$ cat src/rtl/video_stream_gen.sv
// Test-pattern video source: PX_PER_CLK pixels per beat with line and
// frame strobes, horizontal and vertical blanking, frame counter.
module video_stream_gen #(
    parameter int PX_WIDTH        = 12,
    parameter int PX_PER_CLK      = 4,
    parameter int MAX_LINE_SIZE   = 4112,
    parameter int MAX_FRAME_LINES = 4096,
    localparam int WW = $clog2(MAX_LINE_SIZE + 1),
    localparam int HW = $clog2(MAX_FRAME_LINES + 1)
) (
    input  logic                           clk_i,
    input  logic                           rst_i,
    input  logic                           en_i,
    input  logic [WW-1:0]                  frame_width_i,
    input  logic [HW-1:0]                  frame_height_i,
    input  logic [15:0]                    h_blank_i,
    input  logic [15:0]                    v_blank_i,
    input  logic [1:0]                     pattern_sel_i,
    output logic [PX_PER_CLK*PX_WIDTH-1:0] px_data_o,
    output logic [PX_PER_CLK-1:0]          px_data_val_o,
    output logic                           line_start_o,
    output logic                           line_end_o,
    output logic                           frame_start_o,
    output logic                           frame_end_o,
    output logic [15:0]                    frame_cnt_o
);

    typedef enum logic [1:0] {
        IDLE,
        ACTIVE,
        HBLANK,
        VBLANK
    } state_t;

    state_t state_q, state_d;

    logic [WW-1:0] w_q, x_q, w_in;
    logic [HW-1:0] h_q, y_q, h_in;
    logic [15:0]   hb_q, vb_q, blank_q;
    logic [1:0]    pat_q;
    logic [WW:0]   lane_x;

    logic start_ok;
    logic last_beat;
    logic last_line;
    logic blank_done;
    logic frame_done;
    logic load_params;

    logic [PX_PER_CLK*PX_WIDTH-1:0] data_d;
    logic [PX_PER_CLK-1:0]          val_d;
    logic ls_d, le_d, fs_d, fe_d;

    function automatic logic [PX_WIDTH-1:0] px_value(
        input logic [WW-1:0] x,
        input logic [HW-1:0] y,
        input logic [1:0]    sel
    );
        logic [PX_WIDTH-1:0] v;
        case (sel)
            2'd0:    v = PX_WIDTH'(x);
            2'd1:    v = PX_WIDTH'(y);
            2'd2:    v = (x[3] ^ y[3]) ? '1 : '0;
            default: v = {1'b1, {(PX_WIDTH-1){1'b0}}};
        endcase
        return v;
    endfunction

    // Oversized geometry is clamped before it is latched
    assign w_in = (frame_width_i > WW'(MAX_LINE_SIZE)) ?
                  WW'(MAX_LINE_SIZE) : frame_width_i;
    assign h_in = (frame_height_i > HW'(MAX_FRAME_LINES)) ?
                  HW'(MAX_FRAME_LINES) : frame_height_i;

    assign start_ok   = en_i && (w_in != '0) && (h_in != '0);
    assign last_beat  = ({1'b0, x_q} + (WW+1)'(PX_PER_CLK)) >= {1'b0, w_q};
    assign last_line  = (y_q == h_q - HW'(1));
    assign blank_done = (blank_q == 16'd1);
    assign frame_done = (state_q == ACTIVE) && last_beat && last_line;

    assign load_params = (state_d == ACTIVE) &&
                         ((state_q == IDLE) || (state_q == VBLANK) || frame_done);

    always_ff @(posedge clk_i) begin
        if (rst_i) begin
            state_q <= IDLE;
        end else begin
            state_q <= state_d;
        end
    end

    always_comb begin
        state_d = state_q;
        case (state_q)
            IDLE: begin
                if (start_ok) state_d = ACTIVE;
            end
            ACTIVE: begin
                if (last_beat) begin
                    if (!last_line) begin
                        state_d = (hb_q != '0) ? HBLANK : ACTIVE;
                    end else if (vb_q != '0) begin
                        state_d = VBLANK;
                    end else begin
                        state_d = start_ok ? ACTIVE : IDLE;
                    end
                end
            end
            HBLANK: begin
                if (blank_done) state_d = ACTIVE;
            end
            VBLANK: begin
                if (blank_done) state_d = start_ok ? ACTIVE : IDLE;
            end
            default: state_d = IDLE;
        endcase
    end

    always_comb begin
        data_d = '0;
        val_d  = '0;
        lane_x = '0;
        ls_d   = 1'b0;
        le_d   = 1'b0;
        fs_d   = 1'b0;
        fe_d   = 1'b0;
        if (state_q == ACTIVE) begin
            for (int j = 0; j < PX_PER_CLK; j++) begin
                lane_x = {1'b0, x_q} + (WW+1)'(j);
                if (lane_x < {1'b0, w_q}) begin
                    val_d[j] = 1'b1;
                    data_d[j*PX_WIDTH +: PX_WIDTH] =
                        px_value(lane_x[WW-1:0], y_q, pat_q);
                end
            end
            ls_d = (x_q == '0);
            le_d = last_beat;
            fs_d = (x_q == '0) && (y_q == '0);
            fe_d = frame_done;
        end
    end

    always_ff @(posedge clk_i) begin
        if (rst_i) begin
            w_q           <= '0;
            h_q           <= '0;
            hb_q          <= '0;
            vb_q          <= '0;
            pat_q         <= '0;
            x_q           <= '0;
            y_q           <= '0;
            blank_q       <= '0;
            px_data_o     <= '0;
            px_data_val_o <= '0;
            line_start_o  <= 1'b0;
            line_end_o    <= 1'b0;
            frame_start_o <= 1'b0;
            frame_end_o   <= 1'b0;
            frame_cnt_o   <= '0;
        end else begin
            if (load_params) begin
                w_q   <= w_in;
                h_q   <= h_in;
                hb_q  <= h_blank_i;
                vb_q  <= v_blank_i;
                pat_q <= pattern_sel_i;
                x_q   <= '0;
                y_q   <= '0;
            end else if (state_q == ACTIVE) begin
                if (last_beat) begin
                    x_q <= '0;
                    if (!last_line) y_q <= y_q + HW'(1);
                end else begin
                    x_q <= x_q + WW'(PX_PER_CLK);
                end
            end

            if ((state_q == HBLANK) || (state_q == VBLANK)) begin
                blank_q <= blank_q - 16'd1;
            end else if ((state_q == ACTIVE) && last_beat) begin
                blank_q <= last_line ? vb_q : hb_q;
            end

            px_data_o     <= data_d;
            px_data_val_o <= val_d;
            line_start_o  <= ls_d;
            line_end_o    <= le_d;
            frame_start_o <= fs_d;
            frame_end_o   <= fe_d;
            if (frame_done) frame_cnt_o <= frame_cnt_o + 16'd1;
        end
    end

endmodule

$ cat config.mk
export PLATFORM = sky130hd
export DESIGN_NAME = video_stream_gen
export DESIGN_NICKNAME = d
export VERILOG_FILES = /design/src/rtl/video_stream_gen.sv
export SDC_FILE = /design/constraint.sdc
export NUM_CORES = 1
export LEC_CHECK = 0
export BUFFER_PORTS_ARGS = -buffer_cell sky130_fd_sc_hd__buf_2
export CORE_AREA = 4 4 158 160
export CTS_CLUSTER_SIZE = 24
export DETAILED_ROUTE_END_ITERATION = 10
export DIE_AREA = 0 0 162 164
export PLACE_DENSITY = 0.69
export SYNTH_ARGS = -nofsm -noshare
export SYNTH_HDL_FRONTEND = slang
export SYNTH_SLANG_ARGS = --single-unit
$ cat constraint.sdc
create_clock -name clk_i -period 6.6 [get_ports clk_i]
set_input_delay 0.33 -clock clk_i [delete_from_list [all_inputs] [get_ports clk_i]]
set_output_delay 0.33 -clock clk_i [all_outputs]
set_load 0.02 [all_outputs]
# --- After elaboration in Yosys (flattened, before gate mapping) ---
# Index checks and enable logic that the tools add are counted.
word_totals:
  output_inout_bits: 72
  inputBits: 63
  word_cells: 105
  register_bits: 176
op_classes:
  eq_ne: 8
  reduce_logical: 25
  bitwise_logic: 10
  addsub: 9
  n_mux: 27
  order_cmp: 7
ops:
  columns: ["op", "n"]
  rows:
  - ["one-hot mux 12 bit (3 select lines)", 4]
  - ["2-to-1 mux 12 bit", 4]
  - ["2-to-1 mux 16 bit", 3]
  - ["less-than comparator 14 x 13 -> 1 bit", 3]
  - ["2-to-1 mux 13 bit", 3]
  - ["nonzero test 16 bit", 2]
  - ["adder 13 x 2 -> 14 bit, second input constant", 2]
  - ["greater-than comparator 13 bit, second input constant", 2]
  - ["logical NOT 13 bit", 2]
  - ["nonzero test 13 bit", 2]
  - ["adder 16 x 1 -> 16 bit, second input constant", 1]
  - ["equality test 16 x 1 -> 1 bit, second input constant", 1]
  - ["subtractor 16 x 1 -> 16 bit, second input constant", 1]
  - ["adder 13 x 1 -> 14 bit, second input constant", 1]
  - ["adder 13 x 3 -> 14 bit, second input constant", 1]
  - ["greater-or-equal comparator 14 x 13 -> 1 bit", 1]
  - ["2-to-1 mux 2 bit", 7]
  - ["adder 13 x 1 -> 13 bit, second input constant", 1]
  - ["adder 13 x 3 -> 13 bit, second input constant", 1]
  - ["equality test 13 bit", 1]
  - ["less-than comparator 13 bit", 1]
  - ["subtractor 13 x 1 -> 13 bit, second input constant", 1]
  - ["OR reduction 3 bit", 4]
  - ["one-hot mux 2 bit (4 select lines)", 1]
  - ["other kinds (11)", 36]

# --- Longest topological paths before layout ---
depth:
  word_depth: 13
  ltp_mapped: 17
  depth_no_buf: 14

# --- Worst setup path after synthesis ---
# No wires, ideal clock.
synth_timing:
  path_kind: "register to register"
  start: "reg x_q[5]"
  end: "reg blank_q[3]"
  setup_time_ps: 140
  path_stages_with_launch: 17
  arrival_ps: 3302
  slack_ps: 3158
  t_required_ps: 6460
  period_less_slack_ps: 3442
  n_path_buf: 3
  cell_sequence: "dfxtp_1 > buf_2 > and4_1 > nand4_1 > nor2_1 > xor2_1 > ha_1 > o21a_1 > o21a_1 > o2bb2ai_1 > a211o_1 > nand2_1 > buf_1 > nand2_1 > clkbuf_1 > o21ai_0 > a31oi_1"
synth_via:
  elab_chain_len: 4
synth_lines:
  columns: ["element", "line_no", "rtl"]
  rows:
  - ["start, declared", "37", "logic [WW-1:0] w_q, x_q, w_in;"]
  - ["start signal, assigned", "174", "x_q <= x_q + WW'(PX_PER_CLK);"]
  - ["adder 13 x 3 -> 14 bit", "76", "assign last_beat = ({1'b0, x_q} + (WW+1)'(PX_PER_CLK)) >= {1'b0, w_q};"]
  - ["greater-or-equal comparator 14 x 13 -> 1 bit", "76", null]
  - ["logical AND 1 bit", "180", "end else if ((state_q == ACTIVE) && last_beat) begin"]
  - ["nonzero test 2 bit (no source line)", null, null]
  - ["end signal, assigned", "179", "blank_q <= blank_q - 16'd1;"]
  - ["end signal, assigned", "181", "blank_q <= last_line ? vb_q : hb_q;"]
  - ["end, declared", "39", "logic [15:0] hb_q, vb_q, blank_q;"]
# No other way between the ends.
# A chain may end at the register's enable or synchronous reset.

# --- Worst setup path after layout ---
layout_timing:
  start: "reg x_q[5]"
  end: "reg h_q[0]"
layout_via:
  elab_chain_len: 6
  elab_cells_between_ends: 9
  classes_between: "1 x add/sub; 1 x order compare; 1 x eq/ne; 2 x mux; 4 x reduce/logical"
layout_lines:
  columns: ["element", "line_no", "rtl"]
  rows:
  - ["adder 13 x 3 -> 14 bit *", "76", null]
  - ["greater-or-equal comparator 14 x 13 -> 1 bit *", "76", null]
  - ["2-to-1 mux 2 bit / logical AND 1 bit (equally long branches)", "99, 79", null]
  - ["one-hot mux 2 bit (4 select lines) / logical AND 1 bit (equally long branches)", "94, 79", null]
  - ["equality test 2 x 1 -> 1 bit / logical OR 1 bit (equally long branches)", "81, 82", null]
  - ["logical AND 1 bit *", "81", "assign load_params = (state_d == ACTIVE) &&"]
  - ["end signal, assigned", "163", "h_q <= h_in;"]
  - ["end, declared", "38", "logic [HW-1:0] h_q, y_q, h_in;"]
# Every way passes the cells marked *; elsewhere a longest branch is shown, timed or not.

==> flow_summary_export.csv <==
group,metric,value,unit
run_status,status,"completed",
synth,synthDistinctLibCells,73,
die,ios,135,
setup_path,crit_path_frequent_cell,"o21a_1",
cells_and_area,final_util,45.1,%
synth,synth_edf_count,0,
synth,muxShareOfSynthArea,3.40,%
timing,min_period,4830,ps
clocking,cts_root_buf,"clkbuf_16",
synth,synth_xor_area_share,4.62,%
timing,worst_pin_slew,1150,ps
clocking,clk_latency,440,ps
synth,ys.flop_type,"dfxtp_1",
timing,fin_hold_ws,133,ps
timing,fin_crit_sh,73.1,%
die,core_area,23400,um^2
timing,fin_tns_setup,0,ps
clocking,cts_hold_buf,0,
grt,grt_use_total,18.0,%
synth,synth_compound_area_share,17.0,%
synth,ys_seq_area_share,37.5,%
power,p_leak,4.37,nW
synth,yosys.area_share.simple,24.4,%
cells_and_area,post-route-cell-area,10600,um^2
cells_and_area,area.growth.synth_to_final,13.8,%
setup_path,reg2reg_slack,1770,ps
synth,synth_nets,1236,
synth,syn_area,9280,um^2
timing,setup_viol,0,
grt,antenna_found_initial,0,
synth,synth_top_family_by_area,"simple AND/OR/NAND/NOR gates",
die,dieArea,26600,um^2
die,die_w,162,um
grt,grt_pass1_wl,39400,um
flow_run,maxCapViolations,0,
synth,avgSynthCellArea,8.28,um^2
routing,dr.pass1.iters,5,
routing,routed-via-count,8182,
die,die_h,164,um
grt,overflow,0,
routing,drc_errors,0,
synth,synth-seq-cells,174,
clocking,cts_sinks,174,
synth,netlist_instances,1121,
clocking,cts.clk_slew.worst_paths,80,ps
setup_path,cp_slowest_stage_delay,660,ps
setup_path,path_cells,"and4_1 > nand4_1 > nor2_1 > xor2_1 > ha_1 > o21a_1 > o21a_1 > o2bb2ai_1 > a211o_1 > nand2_1 > a211oi_2 > a21o_2 > nor2_8 > mux2i_1",
cells_and_area,finalNetCount,1306,
cells_and_area,fin_cells,1523,
setup_path,criticalPathCategory,"reg -> reg",
timing,drv_slew,0,
routing,drt_wl_total,24100,um
clocking,post_cts_buffers,0,
timing,fmax,0.207,GHz
clocking,cts_tree,"built",
power,total_power,4.08,mW
die,rows,56,
placed_design,hpwlAfterDp,17400,um
synth,synthAdderAreaFrac,7.01,%
cells_and_area,fill_cells,2312,
power,power_density,387,nW/um^2
setup_path,cp_max_fo,44,
routing,ant_nets,0,
placed_design,gp_congestion,0.856,
grt,grt_max_degree,98,
placed_design,dpl_cell_area,9980,um^2
timing,rsz0062_at_grt,"no",
setup_path,critPathBufInv,0,
cells_and_area,final_common_cell,"dfxtp_1",
die,initial_core_util,39.7,%
clocking,htreeDepth,4,
routing,drtIter0Drc,552,
placed_design,io_buffers,134,
cells_and_area,layout_common_cells,"dfxtp_1 (174), buf_2 (133), nand2_1 (107), nor2_1 (83), a21oi_1 (81)",
routing,wl_per_cell,15.8,um
setup_path,crit_family,"simple AND/OR/NAND/NOR gates",
setup_path,critPathRequiredTime,6950,ps
min_path,hold_class,"in -> reg",
synth,async_flop_share,0,%
clocking,numCtsBuffers,17,
cells_and_area,drive_gt1_share,16.2,%
placed_design,place_ws,1840,ps
timing,final.setup_skew,12.7,ps
grt,grt_pass1_vias,7548,
timing,hold_viol,0,
routing,vias_per_cell,5.37,
placed_design,placed_cells,1491,
setup_path,cp.arrival,5180,ps
setup_path,end_kind,"flip-flop",
clocking,clock_path_buffers,2,
setup_path,cp-start-kind,"flip-flop",
synth,synth-warning-count,0,
clocking,cts_resized,0,
timing,slew_headroom,23.0,%
timing,setup_slack,1770,ps
setup_path,cpMaxStageDelayCell,"nor2_8",
cells_and_area,diodes,0,
cells_and_area,multiInputGateArea,5250,um^2
power,peakVddDrop,0.255,mV
cells_and_area,seqCellArea,3480,um^2
registers in the layout, indices dropped and copies added, names as in the netlist:
register       cells
x_q               11
frame_start_o      1
w_q               13
frame_end_o        1
pat_q              2
h_q               13
hb_q              16
state_q            2
px_data_o         48
px_data_val_o      4
y_q               13
vb_q              16
frame_cnt_o       16
line_end_o         1
line_start_o       1
blank_q           16
routing by layer:
metal  part of all wire, %  GRT usage [%]  vias to the layer above
li1                      -              -                     4106
met5                     0              0                        -
met2                    43           26.9                      274
met3                   7.1           4.12                       32
met1                    48           26.0                     3770
met4                   1.5           5.04                        0
power breakdown:
group          internal (mW)  switching [mW]
Clock                  0.503           0.477
Combinational          0.591            1.15
Sequential              1.21           0.154
Total                   2.30            1.78
final timing paths:
path,from,endpoint,depth (start not counted)
worst max-delay path,x_q[5]$_SDFFE_PP0N_,h_q[0]$_SDFFE_PP0P_,14
worst min-delay path,v_blank_i[5],vb_q[5]$_SDFFE_PP0P_,3
worst max register to register,x_q[5]$_SDFFE_PP0N_,h_q[0]$_SDFFE_PP0P_,14
worst min register to register,w_q[2]$_SDFFE_PP0P_,w_q[2]$_SDFFE_PP0P_,2
area by class of cell:
cell class                 instances  area share [%]
inverter                          39            1.39
clock inverter                    15            1.41
multi-input combinational        820            49.7
clock buffer                      17            4.03
sequential                       174            33.0
timing repair buffer             139            6.73
tap                              319            3.78
worst reg2reg max path, stage by stage (launching register included):
cell	delay (ps)
dfxtp_1	580
and4_1	310
nand4_1	230
nor2_1	190
xor2_1	240
ha_1	290
o21a_1	110
o21a_1	190
o2bb2ai_1	150
a211o_1	370
nand2_1	490
a211oi_2	150
a21o_2	480
nor2_8	660
mux2i_1	310
Yosys cell counts (all sizes together), types with 11 or more instances:
| cell type | instances | share of area, % |
|---|---|---|
| nand2 | 107 | 4.3 |
| nor4 | 27 | 2.3 |
| xnor2 | 28 | 2.6 |
| dfxtp | 174 | 38 |
| and3 | 27 | 1.8 |
| nand2b | 18 | 1.2 |
| nor2b | 20 | 1.3 |
| a211oi | 11 | 1.0 |
| inv | 39 | 1.6 |
| o21ai | 83 | 4.5 |
| xor2 | 21 | 2.0 |
| a21oi | 82 | 4.5 |
| nor2 | 86 | 3.8 |
| mux2i | 27 | 2.9 |
| nand4 | 16 | 1.1 |
| clkbuf | 59 | 2.4 |
| nor3 | 30 | 1.7 |
| buf | 29 | 2.0 |
| nand3 | 62 | 3.3 |
| ha | 52 | 7.0 |
cell families (layout without fill, tap and decap cells):
family,count (synthesis),in the layout
AOI/OAI and AO/OA,255,255
and+or+nand+nor,433,433
buffers and inverters,127,210
muxes,31,31
xor gates and xnor gates,49,49
adders and majority gates,52,52
DFF,174,174
Note: power is estimated with default switching activity, not from simulation.
